<file path="src/rtl/bus_responder_pkg.sv">
// Shared types and constants for the bus responder: FSM states, address regions,
// device register offsets and status bit positions.
package bus_responder_pkg;

  typedef enum logic [1:0] {IDLE, WAIT, ACCESS, ACK} state_t;
  typedef enum logic [1:0] {ROM, DEV, RAM, NONE} region_t;

  localparam logic [2:0] OFF_ENTRY_LO = 3'd0;
  localparam logic [2:0] OFF_ENTRY_HI = 3'd1;
  localparam logic [2:0] OFF_GPIO_IN  = 3'd2;
  localparam logic [2:0] OFF_GPIO_OUT = 3'd3;
  localparam logic [2:0] OFF_GPIO_OE  = 3'd4;
  localparam logic [2:0] OFF_WAIT     = 3'd5;
  localparam logic [2:0] OFF_STATUS   = 3'd6;

  localparam int ST_UNMAPPED = 0;
  localparam int ST_ABORT    = 1;
  localparam int ST_ROMWR    = 2;

endpackage

</file>
<file path="src/rtl/bus_responder_regs.sv">
// Local register file: boot vector, GPIO, wait-state count and W1C error status.
// gpio_in is double-flopped before it can be read.
module bus_responder_regs
  import bus_responder_pkg::*;
#(
  parameter int         AW       = 16,
  parameter int         DW       = 8,
  parameter logic [2:0] WAIT_RST = 3'd0
) (
  input  logic          clk,
  input  logic          rstb,
  input  logic          i_wr_en,
  input  logic          i_rd_en,
  input  logic [2:0]    i_offset,
  input  logic [DW-1:0] i_wdata,
  input  logic [2:0]    i_err_set,
  input  logic [DW-1:0] i_gpio_in,
  output logic [DW-1:0] o_rdata,
  output logic [AW-1:0] o_entry,
  output logic [DW-1:0] o_gpio_out,
  output logic [DW-1:0] o_gpio_oe,
  output logic [2:0]    o_wait,
  output logic          o_err
);

  logic [DW-1:0] r_entry_lo, r_entry_hi, r_gpio_out, r_gpio_oe, r_sync1, r_sync2;
  logic [2:0]    r_wait, r_status;
  logic [2:0]    w_w1c;
  logic [DW-1:0] w_mux;

  assign w_w1c = (i_wr_en && i_offset == OFF_STATUS) ? i_wdata[2:0] : 3'b000;

  always_ff @(posedge clk or negedge rstb) begin
    if (!rstb) begin
      r_entry_lo <= '0;
      r_entry_hi <= '0;
      r_gpio_out <= '0;
      r_gpio_oe  <= '0;
      r_sync1    <= '0;
      r_sync2    <= '0;
      r_wait     <= WAIT_RST;
      r_status   <= 3'b000;
    end else begin
      r_sync1 <= i_gpio_in;
      r_sync2 <= r_sync1;
      if (i_wr_en) begin
        case (i_offset)
          OFF_ENTRY_LO: r_entry_lo <= i_wdata;
          OFF_ENTRY_HI: r_entry_hi <= i_wdata;
          OFF_GPIO_OUT: r_gpio_out <= i_wdata;
          OFF_GPIO_OE:  r_gpio_oe  <= i_wdata;
          OFF_WAIT:     r_wait     <= i_wdata[2:0];
          default: ;
        endcase
      end
      // A new error on a bit beats a clear of that bit in the same cycle.
      r_status <= (r_status & ~w_w1c) | i_err_set;
    end
  end

  always_comb begin
    w_mux = '0;
    case (i_offset)
      OFF_ENTRY_LO: w_mux = r_entry_lo;
      OFF_ENTRY_HI: w_mux = r_entry_hi;
      OFF_GPIO_IN:  w_mux = r_sync2;
      OFF_GPIO_OUT: w_mux = r_gpio_out;
      OFF_GPIO_OE:  w_mux = r_gpio_oe;
      OFF_WAIT:     w_mux = {{(DW-3){1'b0}}, r_wait};
      OFF_STATUS:   w_mux = {{(DW-3){1'b0}}, r_status};
      default:      w_mux = '0;
    endcase
  end

  assign o_rdata    = i_rd_en ? w_mux : '0;
  assign o_entry    = {r_entry_hi, r_entry_lo};
  assign o_gpio_out = r_gpio_out;
  assign o_gpio_oe  = r_gpio_oe;
  assign o_wait     = r_wait;
  assign o_err      = |r_status;

endmodule

</file>
<file path="src/rtl/bus_responder.sv">
// Target side of the 4-phase valid/ready bus: address decode, wait states,
// sync memory port sequencing and the handshake FSM.
module bus_responder
  import bus_responder_pkg::*;
#(
  parameter int            AW       = 16,
  parameter int            DW       = 8,
  parameter logic [AW-1:0] ROM_TOP  = 'h0FF,
  parameter logic [AW-1:0] DEV_BASE = 'h100,
  parameter logic [AW-1:0] RAM_TOP  = 'h1FF,
  parameter int            MEM_LAT  = 1,
  parameter logic [2:0]    WAIT_RST = 3'd0
) (
  input  logic          clk,
  input  logic          rstb,
  input  logic          i_valid,
  input  logic          i_write,
  input  logic [AW-1:0] i_addr,
  input  logic [DW-1:0] i_wdata,
  output logic          o_ready,
  output logic [DW-1:0] o_rdata,
  output logic          o_mem_en,
  output logic          o_mem_we,
  output logic [AW-1:0] o_mem_addr,
  output logic [DW-1:0] o_mem_wdata,
  input  logic [DW-1:0] i_mem_rdata,
  output logic [AW-1:0] o_entry,
  input  logic [DW-1:0] i_gpio_in,
  output logic [DW-1:0] o_gpio_out,
  output logic [DW-1:0] o_gpio_oe,
  output logic          o_err
);

  localparam int            LW      = $clog2(MEM_LAT + 1);
  localparam logic [AW-1:0] DEV_END = DEV_BASE + AW'(8);

  state_t        r_state;
  region_t       r_region;
  logic          r_write, r_ready, r_mem_en, r_mem_we;
  logic [2:0]    r_cnt;
  logic [LW-1:0] r_acnt;
  logic [AW-1:0] r_mem_addr;
  logic [DW-1:0] r_mem_wdata, r_rdata;

  region_t       w_region;
  logic          w_last, w_reg_wr, w_reg_rd;
  logic [2:0]    w_err_set, w_wait;
  logic [DW-1:0] w_reg_rdata;

  always_comb begin
    w_region = NONE;
    if (i_addr <= ROM_TOP)                          w_region = ROM;
    else if (i_addr >= DEV_BASE && i_addr < DEV_END) w_region = DEV;
    else if (i_addr >= DEV_END && i_addr <= RAM_TOP) w_region = RAM;
  end

  // Memory data lands MEM_LAT cycles after the strobe cycle, so commit one edge later.
  assign w_last   = (r_state == ACCESS) && i_valid && (r_acnt == LW'(MEM_LAT));
  assign w_reg_wr = w_last && (r_region == DEV) && r_write;
  assign w_reg_rd = w_last && (r_region == DEV) && !r_write;

  always_comb begin
    w_err_set              = 3'b000;
    w_err_set[ST_UNMAPPED] = w_last && (r_region == NONE);
    w_err_set[ST_ROMWR]    = w_last && (r_region == ROM) && r_write;
    w_err_set[ST_ABORT]    = !i_valid && (r_state == WAIT || r_state == ACCESS);
  end

  bus_responder_regs #(.AW(AW), .DW(DW), .WAIT_RST(WAIT_RST)) u_regs (
    .clk        (clk),
    .rstb       (rstb),
    .i_wr_en    (w_reg_wr),
    .i_rd_en    (w_reg_rd),
    .i_offset   (r_mem_addr[2:0]),
    .i_wdata    (r_mem_wdata),
    .i_err_set  (w_err_set),
    .i_gpio_in  (i_gpio_in),
    .o_rdata    (w_reg_rdata),
    .o_entry    (o_entry),
    .o_gpio_out (o_gpio_out),
    .o_gpio_oe  (o_gpio_oe),
    .o_wait     (w_wait),
    .o_err      (o_err)
  );

  always_ff @(posedge clk or negedge rstb) begin
    if (!rstb) begin
      r_state     <= IDLE;
      r_region    <= NONE;
      r_write     <= 1'b0;
      r_ready     <= 1'b0;
      r_mem_en    <= 1'b0;
      r_mem_we    <= 1'b0;
      r_cnt       <= 3'd0;
      r_acnt      <= '0;
      r_mem_addr  <= '0;
      r_mem_wdata <= '0;
      r_rdata     <= '0;
    end else begin
      r_mem_en <= 1'b0;
      r_mem_we <= 1'b0;
      case (r_state)
        IDLE: if (i_valid) begin
          r_region    <= w_region;
          r_write     <= i_write;
          r_mem_addr  <= i_addr;
          r_mem_wdata <= i_wdata;
          r_cnt       <= w_wait;
          r_acnt      <= '0;
          if (w_wait != 3'd0) r_state <= WAIT;
          else begin
            r_state  <= ACCESS;
            r_mem_en <= (w_region == ROM) || (w_region == RAM);
            r_mem_we <= i_write && (w_region == RAM);
          end
        end
        WAIT: begin
          if (!i_valid) r_state <= IDLE;
          else begin
            r_cnt <= r_cnt - 3'd1;
            if (r_cnt == 3'd1) begin
              r_state  <= ACCESS;
              r_mem_en <= (r_region == ROM) || (r_region == RAM);
              r_mem_we <= r_write && (r_region == RAM);
            end
          end
        end
        ACCESS: begin
          if (!i_valid) r_state <= IDLE;
          else if (r_acnt == LW'(MEM_LAT)) begin
            r_state <= ACK;
            r_ready <= 1'b1;
            case (r_region)
              ROM, RAM: if (!r_write) r_rdata <= i_mem_rdata;
              DEV:      if (!r_write) r_rdata <= w_reg_rdata;
              default:  r_rdata <= '1;
            endcase
          end else r_acnt <= r_acnt + LW'(1);
        end
        ACK: if (!i_valid) begin
          r_ready <= 1'b0;
          r_state <= IDLE;
        end
        default: r_state <= IDLE;
      endcase
    end
  end

  assign o_ready     = r_ready;
  assign o_rdata     = r_rdata;
  assign o_mem_en    = r_mem_en;
  // A write strobe already issued is suppressed if the initiator has gone away.
  assign o_mem_we    = r_mem_we & i_valid;
  assign o_mem_addr  = r_mem_addr;
  assign o_mem_wdata = r_mem_wdata;

endmodule
</file>
<file path="config.mk">
export PLATFORM = sky130hd
export DESIGN_NAME = bus_responder
export DESIGN_NICKNAME = d
export VERILOG_FILES = /design/src/rtl/bus_responder_pkg.sv /design/src/rtl/bus_responder_regs.sv /design/src/rtl/bus_responder.sv
export SDC_FILE = /design/constraint.sdc
export NUM_CORES = 1
export LEC_CHECK = 0
export ABC_CLOCK_PERIOD_IN_PS = 2750
export CAP_MARGIN = 20
export CORE_AREA = 2 2 125 79
export DETAILED_ROUTE_END_ITERATION = 10
export DIE_AREA = 0 0 127 81
export PLACE_DENSITY = 0.78
export SKIP_LAST_GASP = 1
export SLEW_MARGIN = 0
export SYNTH_ARGS = -nofsm -noshare
export SYNTH_HDL_FRONTEND = slang
export SYNTH_HIERARCHICAL = 1
export SYNTH_SLANG_ARGS = --single-unit
</file>
<file path="constraint.sdc">
create_clock -name clk -period 2.75 [get_ports clk]
set_input_delay 0.275 -clock clk [delete_from_list [all_inputs] [get_ports clk]]
set_output_delay 0.275 -clock clk [all_outputs]
set_load 0.02 [all_outputs]
</file>
# Yosys cells after proc, flatten, opt, wreduce, memory -nomap -nowiden
# Cells that the tools add are included.
# word_totals
register_bits	98
romBits	0
ramBits	0
mem_count	0
latchBits	0
output_inout_bits	68
inputBits	44
# classes
reduce_logical	40
mul	0
muxes	38
n_eq_ne	23
shifts	0
magnitude_cmp	5
bitwise_logic	4
add_sub_neg	2
div	0
# ops
op	n
$pmux 8 s7	1
$ge 16x9->1 const B	2
$mux 8	3
$mux 2	9
$le 16x8->1 const B	1
$le 16x9->1 const B	1
$lt 16x9->1 const B	1
$pmux 8 s2	1
$mux 1	15
$logic_and 1x1->1	14
$ne 2x2->1 const B	7
$reduce_and 2->1	6
$eq 2x2->1 const B	5
$eq 3x3->1 const B	3
$mux 3	3
$pmux 1 s2	4
$pmux 2 s4	1
$reduce_and 4->1	2
$eq 3x1->1 const B	2
$eq 3x2->1 const B	2
$logic_not 2->1	3
$pmux 3 s2	1
$reduce_and 3->1	2
$reduce_bool 2->1	3
other kinds (16)	20

# Longest topological paths before layout
# logic_depth
word_depth	10
depth_mapped	8

# Hierarchy
# Netlist, hierarchy kept.
# modules_own_cells
module	cells_each	instances	seq_area_each_um2	area_each_um2
bus_responder_regs	172	1	1351.3	2327.2
bus_responder	177	1	1103.6	2025.7

# Worst setup path after synthesis
# No wires, ideal clock.
# synth_path
kind	register to register
startpoint	register r_state[0]
endpoint	register u_regs.r_gpio_out[0], in the netlist u_regs/o_gpio_out[0]
required_time_ns	2.625
arrival_time_ns	1.816
path_stages_with_launch	9
path_slack_ns	0.808
setup_time_ns	0.125
synth_period_minus_slack_ns	1.942
path_buffers	1
cell_sequence	dfrtp_1 inv_1 ha_1 nand4_1 nor2_1 nand2_1 or2_1 buf_6 mux2_4
# synth_via
elab_chain_cells	6
# synth_rtl
item	line	source
start: declaration	bus_responder.sv:37	state_t r_state;
start signal: assignment	bus_responder.sv:88	r_state <= IDLE;
start signal: assignment	bus_responder.sv:110	if (w_wait != 3'd0) r_state <= WAIT;
start signal: assignment	bus_responder.sv:112	r_state <= ACCESS;
$eq 2x2->1	bus_responder.sv:58	assign w_last = (r_state == ACCESS) && i_valid && (r_acnt == LW'(MEM_LAT));
$logic_and 1x1->1 (2 in series)	bus_responder.sv:58	
$logic_and 1x1->1 (2 in series)	bus_responder.sv:59	assign w_reg_wr = w_last && (r_region == DEV) && r_write;
named net w_reg_wr	bus_responder.sv:46	logic w_last, w_reg_wr, w_reg_rd;
$reduce_and 2->1 (no source line)	-	
end signal: assignment	bus_responder_regs.sv:50	OFF_GPIO_OUT: r_gpio_out <= i_wdata;
end: declaration	bus_responder_regs.sv:26	logic [DW-1:0] r_entry_lo, r_entry_hi, r_gpio_out, r_gpio_oe, r_sync1, r_sync2;
# The timed path passes the listed nets, and every way through them passes these cells.
# A chain may end at the register's enable or synchronous reset.

# Worst setup path in the final report
# layout_path
startpoint	register r_state[0]
endpoint	register u_regs.r_gpio_out[4], in the netlist u_regs/o_gpio_out[4]
# Same word-level chain as after synthesis.

==> results.md <==
* Crit-path cells: inv_1, ha_1, nand4_1, nor2_1, nand2_1, or2_1, mux2_4
* P_leak at 2.62 nW
* Worst reg-to-reg path cell count at 7
* Pin count of the biggest net entering global routing at 53
* Setup bufs post-CTS at 0
* Total grt overflow at 0
* Starting density of the core at 0.467
* Worst skew pair latency at 0.34 ns
* Final instance area at 5890 µm²
* Critical Path RT at 2.97 ns
* FF-to-FF Start: r_state[0]
* Cell taking the most area after synthesis: dfrtp_1
* Final worst slack at 0.393 ns
* Yosys warns at 6
* Post-synthesis register bit count at 98
* Netlist cell types at 48
* Ports at 112
* Critical Path End: u_regs/o_gpio_out[4]
* Initial DRC Count at 300
* Post-synth EDFFs at 0
* Delay-heaviest family, CP: simple AND/OR/NAND/NOR gates
* Num CTS Buffers at 9
* Wire length per cell at 19.2 µm
* Setup TNS at 0 ns
* Die height at 81 µm
* Final setup viols at 0
* Setup crit start: r_state[0]
* HP Class: register to register
* Total GRT Usage at 0.238
* Critical Path End Type: register
* Max-cap violations at 0
* Final worst-path cycle share at 0.857
* Crit path launch type: register
* Fin. max-slew vios at 0
* FILL cells at 748
* Vias in the first global route at 3,333
* PortBufs at 111
* Row count at 28
* Syn Inst Count at 349
* Placer Congestion at 0.912
* Core ar. at 9320 µm²
* Post-DP Area at 5600 µm²
* Peak VDD IR at 0.557 mV
* Worst path depth at 7
* Final #Nets at 518
* H-Tree Depth at 3
* Clk root buf: clkbuf_16
* Final Hold Fails at 0
* DRT Pass-1 Iters at 4
* Primary FF master, synth: dfrtp_1
* CTS tree: done
* Synth Cell Area at 4350 µm²
* Max Buffers Root-to-Sink at 2
* Max Fclk at 424 MHz
* Status: finished clean
* Worst Path Buf+Inv at 1
* Slew headroom at 0.563
* Power, Total at 5.31 mW
* Pwr Density at 901 nW/µm²
* Number of antenna diodes at 0
* Worst hold slack at 0.346 ns
* RSZ-0062 raised after global routing: false
* Via count at 3,251
* R2R Path End: u_regs/o_gpio_out[4]
* Pre-CTS setup slack at 0.461 ns
* Dpl hpwl at 8.19 mm
* Critical path's slowest cell: or2_1
* Die width at 127 µm
* Largest register FFs at 16
* Worst slew pin tran at 0.656 ns
* Critical path's largest stage delay at 0.45 ns
* Ys async rst share at 1.00
* Clock transition at the registers of the reported paths at 0.06 ns
* Syn_nets at 399
* Die area at 10,300 µm²
* Final clock skew at 0.00467 ns
* Worst R2R Setup Slack at 0.39 ns
* Syn Area/Cell at 12.5 µm²
* CP Class: register to register
* Top post-synthesis cells by area: dfrtp_1 55%, mux2_2 14%, mux2_4 2.8%, a21oi_1 2.5%, o21ai_0 2.3%
* Ratio of cells with drive above 1 in the final layout at 0.199
* Remaining antenna violation count at 0
* Data arrival, critical path at 2.58 ns
* Initial antenna violation count at 0
* Vias per cell at 5.48
* Drt total wl at 11.4 mm
* Yosys top cell area share at 0.552
* First-pass GRT wire length at 18.3 mm
* Max FO, Critical Path at 8
* Register area share after synthesis at 0.564
* Minimum clock period at 2.36 ns
* # DRC at 0
* # clock sinks at 98
* Area Overhead vs Synth at 35.4%
## where the power goes
group / internal [mW] / leakage [nW] / total, mW / switching (mW)
registers: 1.76 / 1.22 / 2.14 / 0.385
logic: 0.953 / 1.25 / 1.95 / 0.998
clock network: 0.704 / 0.138 / 1.21 / 0.509
total: 3.42 / 2.62 / 5.31 / 1.89
## cells by family (layout without fill, tap and decap cells)
kind of cell | Yosys count | after routing | synth area share
DFF | 98 | 98 | 0.564
and+or+nand+nor | 64 | 64 | 0.0831
muxes | 71 | 71 | 0.188
AOI/OAI and AO/OA | 78 | 78 | 0.114
buffers and inverters | 32 | 156 | 0.0336
adders and majority gates | 6 | 6 | 0.0172
## metrics by stage
step,instances,utilization
after floorplan,349,-
after CTS,593,0.633
final,593,0.633
after global routing,593,0.633
after global placement,576,0.601
after detailed placement,576,0.601
## worst min path at each step
stage	start	end	depth (start not counted)
global route	u_regs/r_sync1[1]	u_regs/r_sync2[1]	0
detailed placement	u_regs/r_sync1[3]	u_regs/r_sync2[3]	0
floorplan	rstb	o_mem_addr[0]	0
CTS	u_regs/r_sync1[1]	u_regs/r_sync2[1]	0
global placement	u_regs/r_sync1[1]	u_regs/r_sync2[1]	0
finish	u_regs/r_sync1[1]	u_regs/r_sync2[1]	0
## cells in the mapped netlist (3+ instances only)
cell type / count
a21oi_1: 22
or2_1: 3
nor2_1: 16
nand3b_1: 3
mux2i_1: 8
nor3_1: 4
o221ai_1: 8
nand2b_1: 5
clkbuf_1: 3
o21ai_0: 20
o22ai_1: 3
buf_2: 6
a22oi_1: 8
mux2_4: 8
a21o_1: 4
nand3_1: 4
a31oi_1: 4
inv_1: 18
mux2_2: 53
nand2_1: 14
dfrtp_1: 96
ha_1: 6
## what timing repair did
| action | CTS | global route |
|---|---|---|
| resized for setup | 0 | 0 |
| hold buffers | 1 | 0 |
| hold endpoints to repair | 47 | 0 |
## cells in the final DEF, fill, tap and decap left out, types with 2 or more instances in the layout
cell type / Yosys / layout
dfrtp_1: 96 / 96
or4_1: 2 / 2
nor2_1: 16 / 16
or3_1: 2 / 2
mux2_2: 53 / 53
a21o_1: 4 / 4
ha_1: 6 / 6
clkinv_2: 0 / 2
mux2_1: 2 / 2
inv_1: 18 / 18
clkdlybuf4s50_1: 0 / 110
nand2b_1: 5 / 5
or2_1: 3 / 3
nor2_8: 2 / 2
nand3b_1: 3 / 3
mux2_4: 8 / 8
a22oi_1: 8 / 8
dfstp_2: 2 / 2
buf_4: 1 / 10
nand3_1: 4 / 4
mux2i_1: 8 / 8
nor2b_1: 2 / 2
a31oi_1: 4 / 4
o21ai_0: 20 / 20
nor3_1: 4 / 4
o22ai_1: 3 / 3
clkbuf_1: 3 / 4
nand2_1: 14 / 14
clkbuf_16: 0 / 9
o221ai_1: 8 / 8
a21oi_1: 22 / 22
## routing by layer
metal / track usage / vias up / part of all wire
met3: 0.0870 / 10 / 0.081
met1: 0.342 / 1616 / 0.48
met4: 0.0560 / 0 / 0.013
met2: 0.346 / 141 / 0.43
li1: - / 1484 / -
met5: 0 / - / 0
## area by class of cell
class                      count  area (µm²)  share of cell area
tap                          120         150              0.0255
multi-input combinational    219        1750               0.297
clock inverter                 3        40.0             0.00679
timing repair buffer         121        1190               0.201
inverter                      19        71.3              0.0121
sequential                    98        2450               0.416
clock buffer                  13         240              0.0408
No activity file was read; power rests on OpenSTA's default activity.
